--- src/rtl/pc_unit_pkg.sv ---
// Shared constants for the fetch-PC generator: default vectors and the
// sequential fetch increment.
package pc_unit_pkg;

    localparam logic [31:0] RESET_VECTOR_DEF = 32'h0000_0000;
    localparam logic [31:0] TRAP_VECTOR_DEF  = 32'h0000_0100;
    localparam int          INSTR_BYTES      = 4;

endpackage : pc_unit_pkg

--- src/rtl/pc_unit_if.sv ---
// Fetch-side bundle between the pipeline control (master) and the PC unit
// (slave): hazard/redirect/trap controls, BTB resolution feedback, and the
// fetch address plus prediction returned to IF.
interface pc_unit_if #(
    parameter int DATA_WIDTH = 32
);
    logic                  load_use_flag;
    logic                  if_ready;
    logic                  redirect_en;
    logic [DATA_WIDTH-1:0] redirect_pc;
    logic                  trap_req;
    logic                  upd_en;
    logic [DATA_WIDTH-1:0] upd_pc;
    logic                  upd_taken;
    logic [DATA_WIDTH-1:0] upd_target;
    logic [DATA_WIDTH-1:0] pc;
    logic                  if_valid;
    logic                  pred_taken;
    logic [DATA_WIDTH-1:0] pred_target;

    modport master (
        output load_use_flag, if_ready, redirect_en, redirect_pc, trap_req,
               upd_en, upd_pc, upd_taken, upd_target,
        input  pc, if_valid, pred_taken, pred_target
    );

    modport slave (
        input  load_use_flag, if_ready, redirect_en, redirect_pc, trap_req,
               upd_en, upd_pc, upd_taken, upd_target,
        output pc, if_valid, pred_taken, pred_target
    );

endinterface : pc_unit_if

--- src/rtl/pc_unit_btb.sv ---
// Direct-mapped branch target buffer: combinational lookup on the fetch PC,
// synchronous update from EX resolution. Word-aligned targets are stored
// without their two zero LSBs.
module pc_unit_btb
    import pc_unit_pkg::*;
#(
    parameter int DATA_WIDTH  = 32,
    parameter int BTB_ENTRIES = 16
) (
    input  logic                  clk,
    input  logic                  rst_n,
    input  logic [DATA_WIDTH-1:0] lookup_pc,
    output logic                  hit,
    output logic [DATA_WIDTH-1:0] target,
    input  logic                  upd_en,
    input  logic [DATA_WIDTH-1:0] upd_pc,
    input  logic                  upd_taken,
    input  logic [DATA_WIDTH-1:0] upd_target
);

    localparam int IDX = $clog2(BTB_ENTRIES);
    localparam int TW  = DATA_WIDTH - IDX - 2;

    logic [BTB_ENTRIES-1:0] valid_r;
    logic [TW-1:0]          tag_r [BTB_ENTRIES];
    logic [DATA_WIDTH-3:0]  tgt_r [BTB_ENTRIES];

    logic [IDX-1:0] lk_idx_s;
    logic [TW-1:0]  lk_tag_s;
    logic [IDX-1:0] up_idx_s;
    logic [TW-1:0]  up_tag_s;
    logic           unused_s;

    assign lk_idx_s = lookup_pc[IDX+1:2];
    assign lk_tag_s = lookup_pc[DATA_WIDTH-1:IDX+2];
    assign up_idx_s = upd_pc[IDX+1:2];
    assign up_tag_s = upd_pc[DATA_WIDTH-1:IDX+2];
    assign unused_s = ^{lookup_pc[1:0], upd_pc[1:0], upd_target[1:0]};

    // Lookup reads the registered contents, so a same-cycle update is not visible yet.
    always_comb begin
        hit    = valid_r[lk_idx_s] && (tag_r[lk_idx_s] == lk_tag_s);
        target = '0;
        if (hit) begin
            target = {tgt_r[lk_idx_s], 2'b00};
        end else begin
            target = '0;
        end
    end

    // Valid bits: cleared together on reset; taken sets, not-taken clears only on tag match.
    always_ff @(posedge clk) begin
        if (!rst_n) begin
            valid_r <= '0;
        end else if (upd_en) begin
            if (upd_taken) begin
                valid_r[up_idx_s] <= 1'b1;
            end else if (tag_r[up_idx_s] == up_tag_s) begin
                valid_r[up_idx_s] <= 1'b0;
            end else begin
                valid_r <= valid_r;
            end
        end else begin
            valid_r <= valid_r;
        end
    end

    // Tag/target payload: a taken update overwrites whatever aliased into the slot.
    always_ff @(posedge clk) begin
        if (rst_n && upd_en && upd_taken) begin
            tag_r[up_idx_s] <= up_tag_s;
            tgt_r[up_idx_s] <= upd_target[DATA_WIDTH-1:2];
        end
    end

endmodule : pc_unit_btb

--- src/rtl/pc_unit.sv ---
// Fetch-PC generator for the 5-stage pipeline: PC register with reset/trap
// vectors, EX redirect, load-use stall, imem handshake hold and BTB-driven
// next-PC prediction.
module pc_unit
    import pc_unit_pkg::*;
#(
    parameter int                    DATA_WIDTH   = 32,
    parameter logic [DATA_WIDTH-1:0] RESET_VECTOR = DATA_WIDTH'(RESET_VECTOR_DEF),
    parameter logic [DATA_WIDTH-1:0] TRAP_VECTOR  = DATA_WIDTH'(TRAP_VECTOR_DEF),
    parameter int                    BTB_ENTRIES  = 16
) (
    input logic        clk,
    input logic        rst_n,
    pc_unit_if.slave   bus
);

    logic [DATA_WIDTH-1:0] pc_r;
    logic                  if_valid_r;
    logic [DATA_WIDTH-1:0] pc_next_s;
    logic                  hit_s;
    logic [DATA_WIDTH-1:0] hit_target_s;
    logic                  unused_s;

    assign unused_s = ^bus.redirect_pc[1:0];

    pc_unit_btb #(
        .DATA_WIDTH  (DATA_WIDTH),
        .BTB_ENTRIES (BTB_ENTRIES)
    ) u_btb (
        .clk        (clk),
        .rst_n      (rst_n),
        .lookup_pc  (pc_r),
        .hit        (hit_s),
        .target     (hit_target_s),
        .upd_en     (bus.upd_en),
        .upd_pc     (bus.upd_pc),
        .upd_taken  (bus.upd_taken),
        .upd_target (bus.upd_target)
    );

    // Next-PC priority: trap, redirect, load-use hold, imem-not-ready hold, prediction, sequential.
    always_comb begin
        pc_next_s = pc_r;
        if (bus.trap_req) begin
            pc_next_s = TRAP_VECTOR;
        end else if (bus.redirect_en) begin
            pc_next_s = {bus.redirect_pc[DATA_WIDTH-1:2], 2'b00};
        end else if (bus.load_use_flag) begin
            pc_next_s = pc_r;
        end else if (!bus.if_ready) begin
            pc_next_s = pc_r;
        end else if (hit_s) begin
            pc_next_s = hit_target_s;
        end else begin
            pc_next_s = pc_r + DATA_WIDTH'(INSTR_BYTES);
        end
    end

    // PC register: first edge out of reset only raises if_valid so the reset vector is fetched.
    always_ff @(posedge clk) begin
        if (!rst_n) begin
            pc_r       <= RESET_VECTOR;
            if_valid_r <= 1'b0;
        end else if (!if_valid_r) begin
            pc_r       <= pc_r;
            if_valid_r <= 1'b1;
        end else begin
            pc_r       <= pc_next_s;
            if_valid_r <= 1'b1;
        end
    end

    assign bus.pc          = pc_r;
    assign bus.if_valid    = if_valid_r;
    assign bus.pred_taken  = hit_s;
    assign bus.pred_target = hit_target_s;

endmodule : pc_unit

--- src/flat_wrapper.sv ---
// flat-port wrapper written by rule: the top's interface ports become plain ports
module pc_unit_flat import pc_unit_pkg::*;
#(
    parameter int                    DATA_WIDTH   = 32,
    parameter logic [DATA_WIDTH-1:0] RESET_VECTOR = DATA_WIDTH'(RESET_VECTOR_DEF),
    parameter logic [DATA_WIDTH-1:0] TRAP_VECTOR  = DATA_WIDTH'(TRAP_VECTOR_DEF),
    parameter int                    BTB_ENTRIES  = 16
)
  (clk, rst_n, bus_load_use_flag, bus_if_ready, bus_redirect_en, bus_redirect_pc, bus_trap_req, bus_upd_en, bus_upd_pc, bus_upd_taken, bus_upd_target, bus_pc, bus_if_valid, bus_pred_taken, bus_pred_target);
  pc_unit_if #(.DATA_WIDTH(DATA_WIDTH)) bus_i ();
  input logic clk;
  input logic rst_n;
  input wire logic [$bits(bus_i.load_use_flag)-1:0] bus_load_use_flag;
  input wire logic [$bits(bus_i.if_ready)-1:0] bus_if_ready;
  input wire logic [$bits(bus_i.redirect_en)-1:0] bus_redirect_en;
  input wire logic [$bits(bus_i.redirect_pc)-1:0] bus_redirect_pc;
  input wire logic [$bits(bus_i.trap_req)-1:0] bus_trap_req;
  input wire logic [$bits(bus_i.upd_en)-1:0] bus_upd_en;
  input wire logic [$bits(bus_i.upd_pc)-1:0] bus_upd_pc;
  input wire logic [$bits(bus_i.upd_taken)-1:0] bus_upd_taken;
  input wire logic [$bits(bus_i.upd_target)-1:0] bus_upd_target;
  output wire logic [$bits(bus_i.pc)-1:0] bus_pc;
  output wire logic [$bits(bus_i.if_valid)-1:0] bus_if_valid;
  output wire logic [$bits(bus_i.pred_taken)-1:0] bus_pred_taken;
  output wire logic [$bits(bus_i.pred_target)-1:0] bus_pred_target;
  assign bus_i.load_use_flag = bus_load_use_flag;
  assign bus_i.if_ready = bus_if_ready;
  assign bus_i.redirect_en = bus_redirect_en;
  assign bus_i.redirect_pc = bus_redirect_pc;
  assign bus_i.trap_req = bus_trap_req;
  assign bus_i.upd_en = bus_upd_en;
  assign bus_i.upd_pc = bus_upd_pc;
  assign bus_i.upd_taken = bus_upd_taken;
  assign bus_i.upd_target = bus_upd_target;
  assign bus_pc = bus_i.pc;
  assign bus_if_valid = bus_i.if_valid;
  assign bus_pred_taken = bus_i.pred_taken;
  assign bus_pred_target = bus_i.pred_target;
  pc_unit #(.DATA_WIDTH(DATA_WIDTH), .RESET_VECTOR(RESET_VECTOR), .TRAP_VECTOR(TRAP_VECTOR), .BTB_ENTRIES(BTB_ENTRIES)) u_core (.clk(clk), .rst_n(rst_n), .bus(bus_i));
endmodule
--- config.mk ---
export PLATFORM = sky130hd
export DESIGN_NAME = pc_unit_flat
export DESIGN_NICKNAME = d
export VERILOG_FILES = /design/src/rtl/pc_unit_pkg.sv /design/src/rtl/pc_unit_if.sv /design/src/rtl/pc_unit_btb.sv /design/src/rtl/pc_unit.sv /design/src/flat_wrapper.sv
export SDC_FILE = /design/constraint.sdc
export NUM_CORES = 1
export LEC_CHECK = 0
export ABC_AREA = 0
export CAP_MARGIN = 20
export CORE_MARGIN = 3
export CORE_UTILIZATION = 45
export CTS_BUF_LIST = sky130_fd_sc_hd__clkbuf_16
export CTS_CLUSTER_DIAMETER = 30
export DETAILED_ROUTE_END_ITERATION = 6
export GPL_TIMING_DRIVEN = 0
export PLACE_DENSITY = 0.72
export SLEW_MARGIN = 0
export SYNTH_ARGS = -nofsm -noshare
export SYNTH_HDL_FRONTEND = slang
export SYNTH_SLANG_ARGS = --single-unit
--- constraint.sdc ---
create_clock -name clk -period 17.25 [get_ports clk]
set_input_delay 5.175 -clock clk [delete_from_list [all_inputs] [get_ports clk]]
set_output_delay 5.175 -clock clk [all_outputs]
set_load 0.005 [all_outputs]
==> results of run 1 <==
==> report_power, final <==
group	switching [mW]	total (mW)	internal (mW)
sequential	0.0222	2.56	2.54
combinational	0.260	0.427	0.167
clock	1.22	3.32	2.11
==> registers in the layout, indices dropped and copies added, names as in the netlist, named ones only <==
name                  flops
u_core.bus.pc            30
u_core.bus.if_valid       1
u_core.u_btb.valid_r     16
u_core.u_btb.tag_r      416
u_core.u_btb.tgt_r      480
==> through the flow <==
step | power, mW | TNS (ps) | setup WS, ps
after detailed placement | 3.01 | 0 | 6310
after floorplan | 2.82 | 0 | 6410
after global placement | 3.00 | -329 | -14.3
final | 6.31 | 0 | 5070
after global routing | 6.46 | 0 | 5360
after CTS | 6.31 | 0 | 5480
==> worst max-delay path, cell delays in order, from the launching register on <==
cell	delay, ps
dfxtp_1	300
buf_2	230
buf_6	240
nor2_2	730
clkbuf_1	950
a22oi_1	370
a31oi_1	560
o211ai_1	330
nor4_2	620
nand3_2	330
buf_2	340
buf_2	250
nor2_1	390
clkdlybuf4s50_1	590
==> synthesized netlist by cell type, drive strengths merged (47+ instances only) <==
library cell	count
mux4	316
clkbuf	74
o21ai	66
a21oi	55
dfxtp	51
nand2	115
edfxtp	896
nor2	157
nand3	47
mux2i	111
buf	94
xnor2	51
==> worst paths after layout <==
check,startpoint,to,slack (ps),depth (start not counted)
hold / removal,u_core.u_btb.valid_r[15]$_SDFFE_PN0P_,u_core.u_btb.valid_r[15]$_SDFFE_PN0P_,520,2
setup reg to reg,register,u_core.bus.pc[3]$_SDFFE_PN0P_,11640,12
setup / recovery,register,bus_pred_target[30],5070,13
hold reg to reg,u_core.u_btb.valid_r[15]$_SDFFE_PN0P_,u_core.u_btb.valid_r[15]$_SDFFE_PN0P_,520,2
==> per-layer routing <==
| layer | part of all wire | vias to the layer above | wire length, um |
|---|---|---|---|
| met5 | 0.00046 | - | 63 |
| met4 | 0.045 | 10 | 6140 |
| met3 | 0.14 | 388 | 19700 |
| met2 | 0.45 | 2268 | 62300 |
| met1 | 0.36 | 13600 | 48800 |
| li1 | - | 10500 | - |
==> logic make-up after synthesis <==
logic type | count (synthesis) | synth area share
mux | 433 | 0.200
fa+ha+maj | 1 | 0.000301
compound gates | 239 | 0.0389
flops | 947 | 0.672
other cells | 1 | 0.0000902
simple gates | 471 | 0.0539
xor+xnor | 71 | 0.0150
buf+inv | 180 | 0.0207
==> layout make-up <==
cell class | instances | area (um^2) | share of cell area
Inverter | 12 | 46.3 | 0.000893
Clock inverter | 140 | 1490 | 0.0287
Buffer | 168 | 817 | 0.0158
Tap cell | 1176 | 1470 | 0.0284
Timing Repair Buffer | 234 | 2880 | 0.0556
Clock buffer | 171 | 4280 | 0.0826
Sequential cell | 947 | 27900 | 0.539
Multi-Input combinational cell | 1219 | 12900 | 0.249
Antenna cell | 5 | 12.5 | 0.000241
==> impl_results.md, run 1 <==
* Outcome: finished with violations
* Placed Cells at 3,749
* H-tree depth at 4
* Mean Syn Cell Area at 17.7 um^2
* Main flop type after synthesis: edfxtp_1
* Starting density of the core at 0.458
* Hold Path Class: register to register
* GR Util met1 at 0.373
* Worst hold margin at 522 ps
* Seq/Total Area, Yosys at 0.672
* Routability cong. at 0.935
* Detailed placement HPWL at 93.7 mm
* Detailed Routing Iterations Pass 1 at 7
* Final Core Density at 0.571
* EDFF count, synth at 896
* VDD IR-drop max at 0.103 mV
* Final non-filler cell total at 4,072
* Share of post-route cells with drive strength above 1 at 0.280
* Worst-Margin Slew at 1200 ps
* Layout fillers at 6,659
* Critical path launch point type: register
* Initial antenna violation count at 8
* Largest net degree at the start of global routing at 22
* Max_cap viols at 0
* Port Buffers at 154
* Met2 Use GR at 0.433
* Nature of the critical path endpoint: output port
* Most common cell after layout, fill and taps aside: edfxtp_1
* Final Critical Period at 12,180 ps
* Core footprint at 0.0908 mm^2
* Leak pwr at 16.8 nW
* Area delta synth->final at 24.7%
* Routed Antenna Nets at 0
* Row cnt at 110
* Final Hold Fails at 0
* # setup viols final at 0
* Failing checks: DRC
* Drt via density at 6.58
* Crit-path max FO at 10
* Worst Setup Path Type: register to output port
* CTS buffer count at 166
* DR vias at 26,800
* PwrDens at 122 mW/mm^2
* GRT overflow at 0
* Post-Synthesis Cell Area at 0.0416 mm^2
* CTS Sinks at 947
* Clock Path Buffers at 3
* Initial DRC Count at 4,453
* Yosys cell types at 71
* Die H at 310 um
* Root buffer cell: clkbuf_16
* Final clock period utilization by the worst path at 0.706
* First-pass GRT wire length at 193 mm
* Top cells by area, synth: edfxtp_1 (65%), mux4_2 (17%), mux2i_1 (2.7%), dfxtp_1 (2.5%), nor2_1 (1.4%)
* Io pins at 170
* Die area at 0.0961 mm^2
* Achievable frequency at 82.1 MHz
* M3 GR Usage at 0.106
* Mapped Cells at 2,343
* Clock Skew at 34.5 ps
* Most frequent cells in the layout: edfxtp_1 (896), mux4_2 (316), clkbuf_16 (171)
* Die W at 310 um
* Area leader, netlist: edfxtp_1
* Post CTS Setup Buffer Count at 0
* CTS Hold Buffers Added at 0
* Final instance area at 0.0518 mm^2
* Worst-skew pair later-pin latency at 760 ps
* GR peak layer: met2
* Slew Viols, Final at 0
* Nets at 2,853
* Critical Path AT at 7010 ps
* Vias in the first global route at 26,900
* RSZ-0062 raised after global routing: no
* Detailed Route WL at 137 mm
* Count of state elements after synthesis at 947
* Worst Path Required at 12,070 ps
* CTS tree: yes
* Worst-path clk slew at 50 ps
* Global-route usage over all layers at 0.286
* DR WL/cell at 33.6 um
* Post_cts resized at 0
* Top cell type's share of synthesized area at 0.647
* DRC at 3
* Dpl cell area at 0.0460 mm^2
* Synthesis Warnings at 0
* Rel. slew slack at 0.191
* Ys async rst share at 0
Power figures use the tool's default switching activity.
==> inputs of run 2 (changes only) <==
Settings changed: PLACE_DENSITY 0.72 to 0.74.
Clock period 17.25 ns to 10.1 ns, I/O delays scaled along.
==> impl_results.md, run 2 (synthesis gave the netlist of run 1 again) <==
* Outcome: finished, final reports clean
* Io pins at 170 (unchanged)
* Clock share of power at 0.524 (-0.003)
* Worst Path Required at 7070 ps (-5000 ps)
* Leak pwr at 16.6 nW (-0.89%)
* Root buffer cell: clkbuf_16
* Post CTS Setup Buffer Count at 0 (unchanged)
* VDD IR-drop max at 0.166 mV (+61%)
* Achievable frequency at 101 MHz
* Max_cap viols at 0 (unchanged)
* Worst Setup Path Type: register to output port
* Row cnt at 110 (unchanged)
* Starting density of the core at 0.458 (unchanged)
* Post_cts resized at 0 (unchanged)
* Share of power burned in registers at 0.408 (+0.002)
* Gate power share at 0.068 (about the same)
* Number of flip-flops in the largest register at 480 (unchanged)
* Placed Cells at 3,744 (-0.13%)
* # setup viols final at 0 (unchanged)
* Final instance area at 0.0515 mm^2 (-0.63%)
* Slew Viols, Final at 0 (unchanged)
* RSZ-0062 raised after global routing: no
* Drt via density at 6.61 (+0.47%)
* Dpl cell area at 0.0458 mm^2 (-0.42%)
* Nets at 2,846 (-0.25%)
* Final clock period utilization by the worst path at 0.976
* CTS buffer count at 167 (+0.60%)
* Port Buffers at 154 (unchanged)
* CTS tree: yes
* Clock Path Buffers at 3 (unchanged)
* H-tree depth at 4 (unchanged)
* Area delta synth->final at 23.9%
* Nature of the critical path endpoint: output port
* Worst-path clk slew at 50 ps (about the same)
* Sw power at 2.50 mW (+67%)
* Detailed Routing Iterations Pass 1 at 6 (-1)
* Global-route usage over all layers at 0.286 (about the same)
* Detailed Route WL at 137 mm (+0.29%)
* Hold Path Class: register to register
* Pint at 8.22 mW (+71%)
* Final Hold Fails at 0 (unchanged)
* Die W at 310 um (unchanged)
* Routability cong. at 0.962 (+2.9%)
* DR vias at 26,800 (+0.15%)
* Routed Antenna Nets at 0 (unchanged)
* Worst-Margin Slew at 1210 ps (+13.8 ps)
* Final Core Density at 0.567 (-0.00357)
* Critical path launch point type: register
* Most frequent cells in the layout: edfxtp_1 (896), mux4_2 (316), clkbuf_16 (173)
* Rel. slew slack at 0.182 (-0.00927)
* Most flops, register: u_core.u_btb.tgt_r
* CTS Sinks at 947 (unchanged)
* GRT overflow at 0 (unchanged)
* Setup ws final at 240 ps (-4830 ps)
* Initial DRC Count at 4,543 (+2.0%)
* DRC at 0 (-3)
* Critical Path AT at 6830 ps (-180 ps)
* Final non-filler cell total at 4,059 (-0.32%)
* DR WL/cell at 33.8 um (+0.62%)
* Worst-skew pair later-pin latency at 750 ps (about the same)
* Core footprint at 0.0908 mm^2 (unchanged)
* Switching fraction of total power at 0.233 (-0.00452)
* First-pass GRT wire length at 193 mm (about the same)
* Initial antenna violation count at 8 (unchanged)
* Clock Skew at 33.4 ps (-1.12 ps)
* CTS Hold Buffers Added at 0 (unchanged)
* Setup slack at placement at 1460 ps (-4850 ps)
* Largest net degree at the start of global routing at 23 (+4.5%)
* Detailed placement HPWL at 92.1 mm (-1.8%)
* Die area at 0.0961 mm^2 (unchanged)
* Final Critical Period at 9860 ps
* Share of post-route cells with drive strength above 1 at 0.274 (-0.00622)
* Crit-path max FO at 10 (unchanged)
* Most common cell after layout, fill and taps aside: edfxtp_1
* Vias in the first global route at 26,900 (-0.011%)
* PwrDens at 208 mW/mm^2 (+71%)
* Die H at 310 um (unchanged)
==> run 2: cell count changes in the layout (fill, tap and decap cells not counted), moves of 3 or more <==
| cell | change |
|---|---|
| clkinv_1 | +10 |
| clkinv_2 | -6 |
| buf_8 | -3 |
| clkinv_8 | -5 |
| buf_16 | -7 |
| buf_6 | +6 |
==> run 2: routing by layer <==
metal,track usage,wire length (um),up-vias
li1,-,-,10500
met1,0.369,47900,13700
met2,0.433,62700,2316
met3,0.109,20500,395
met4,0.132,6160,10
met5,0,176,-
==> run 2: cell type report <==
cell class              instances  area (um^2)
inverters                      12         46.3
clock inverters               135         1350
fillers                      6683        39300
multi-input cells            1219        12900
well taps                    1176         1470
repair buffers                226         2660
diodes                          3         7.51
plain buffers                 168          816
flip-flops and latches        947        27900
clock buffers                 173         4330
==> run 2: power groups by stage <==
stage                     clock network (mW)  registers, mW  logic (mW)
after floorplan                            0           4.43       0.386
after global placement                     0           4.45       0.673
after detailed placement                   0           4.45       0.695
after CTS                               5.65           4.37       0.703
after global routing                    5.83           4.37       0.749
final                                   5.62           4.37       0.724
==> run 2: final timing paths <==
kind | end | slack (ps) | from | cells after the start
worst max-delay path | bus_pred_target[29] | 240 | register | 13
worst min-delay path | u_core.u_btb.valid_r[13]$_SDFFE_PN0P_ | 530 | u_core.u_btb.valid_r[13]$_SDFFE_PN0P_ | 2
worst max register to register | u_core.bus.pc[3]$_SDFFE_PN0P_ | 4660 | register | 12
worst min register to register | u_core.u_btb.valid_r[13]$_SDFFE_PN0P_ | 530 | u_core.u_btb.valid_r[13]$_SDFFE_PN0P_ | 2
==> run 2: metrics by stage <==
step | TNS (ps) | power [mW] | hold slack [ps]
floorplan | 0 | 4.81 | 469
global placement | -2054210 | 5.12 | 489
detailed placement | 0 | 5.14 | 510
CTS | 0 | 10.7 | 521
global route | 0 | 11.0 | 572
finish | 0 | 10.7 | 526
==> run 2: critical path, cell delays in order, from the launching register on <==
cell and delay [ps]:
dfxtp_1 300, buf_2 220, buf_6 230, nor2_2 730, clkbuf_1 790, a22oi_1 360, a31oi_1 560, o211ai_1 350
nor4_2 590, nand3_2 320, buf_2 340, buf_2 260, nor2_1 410, clkdlybuf4s50_1 610
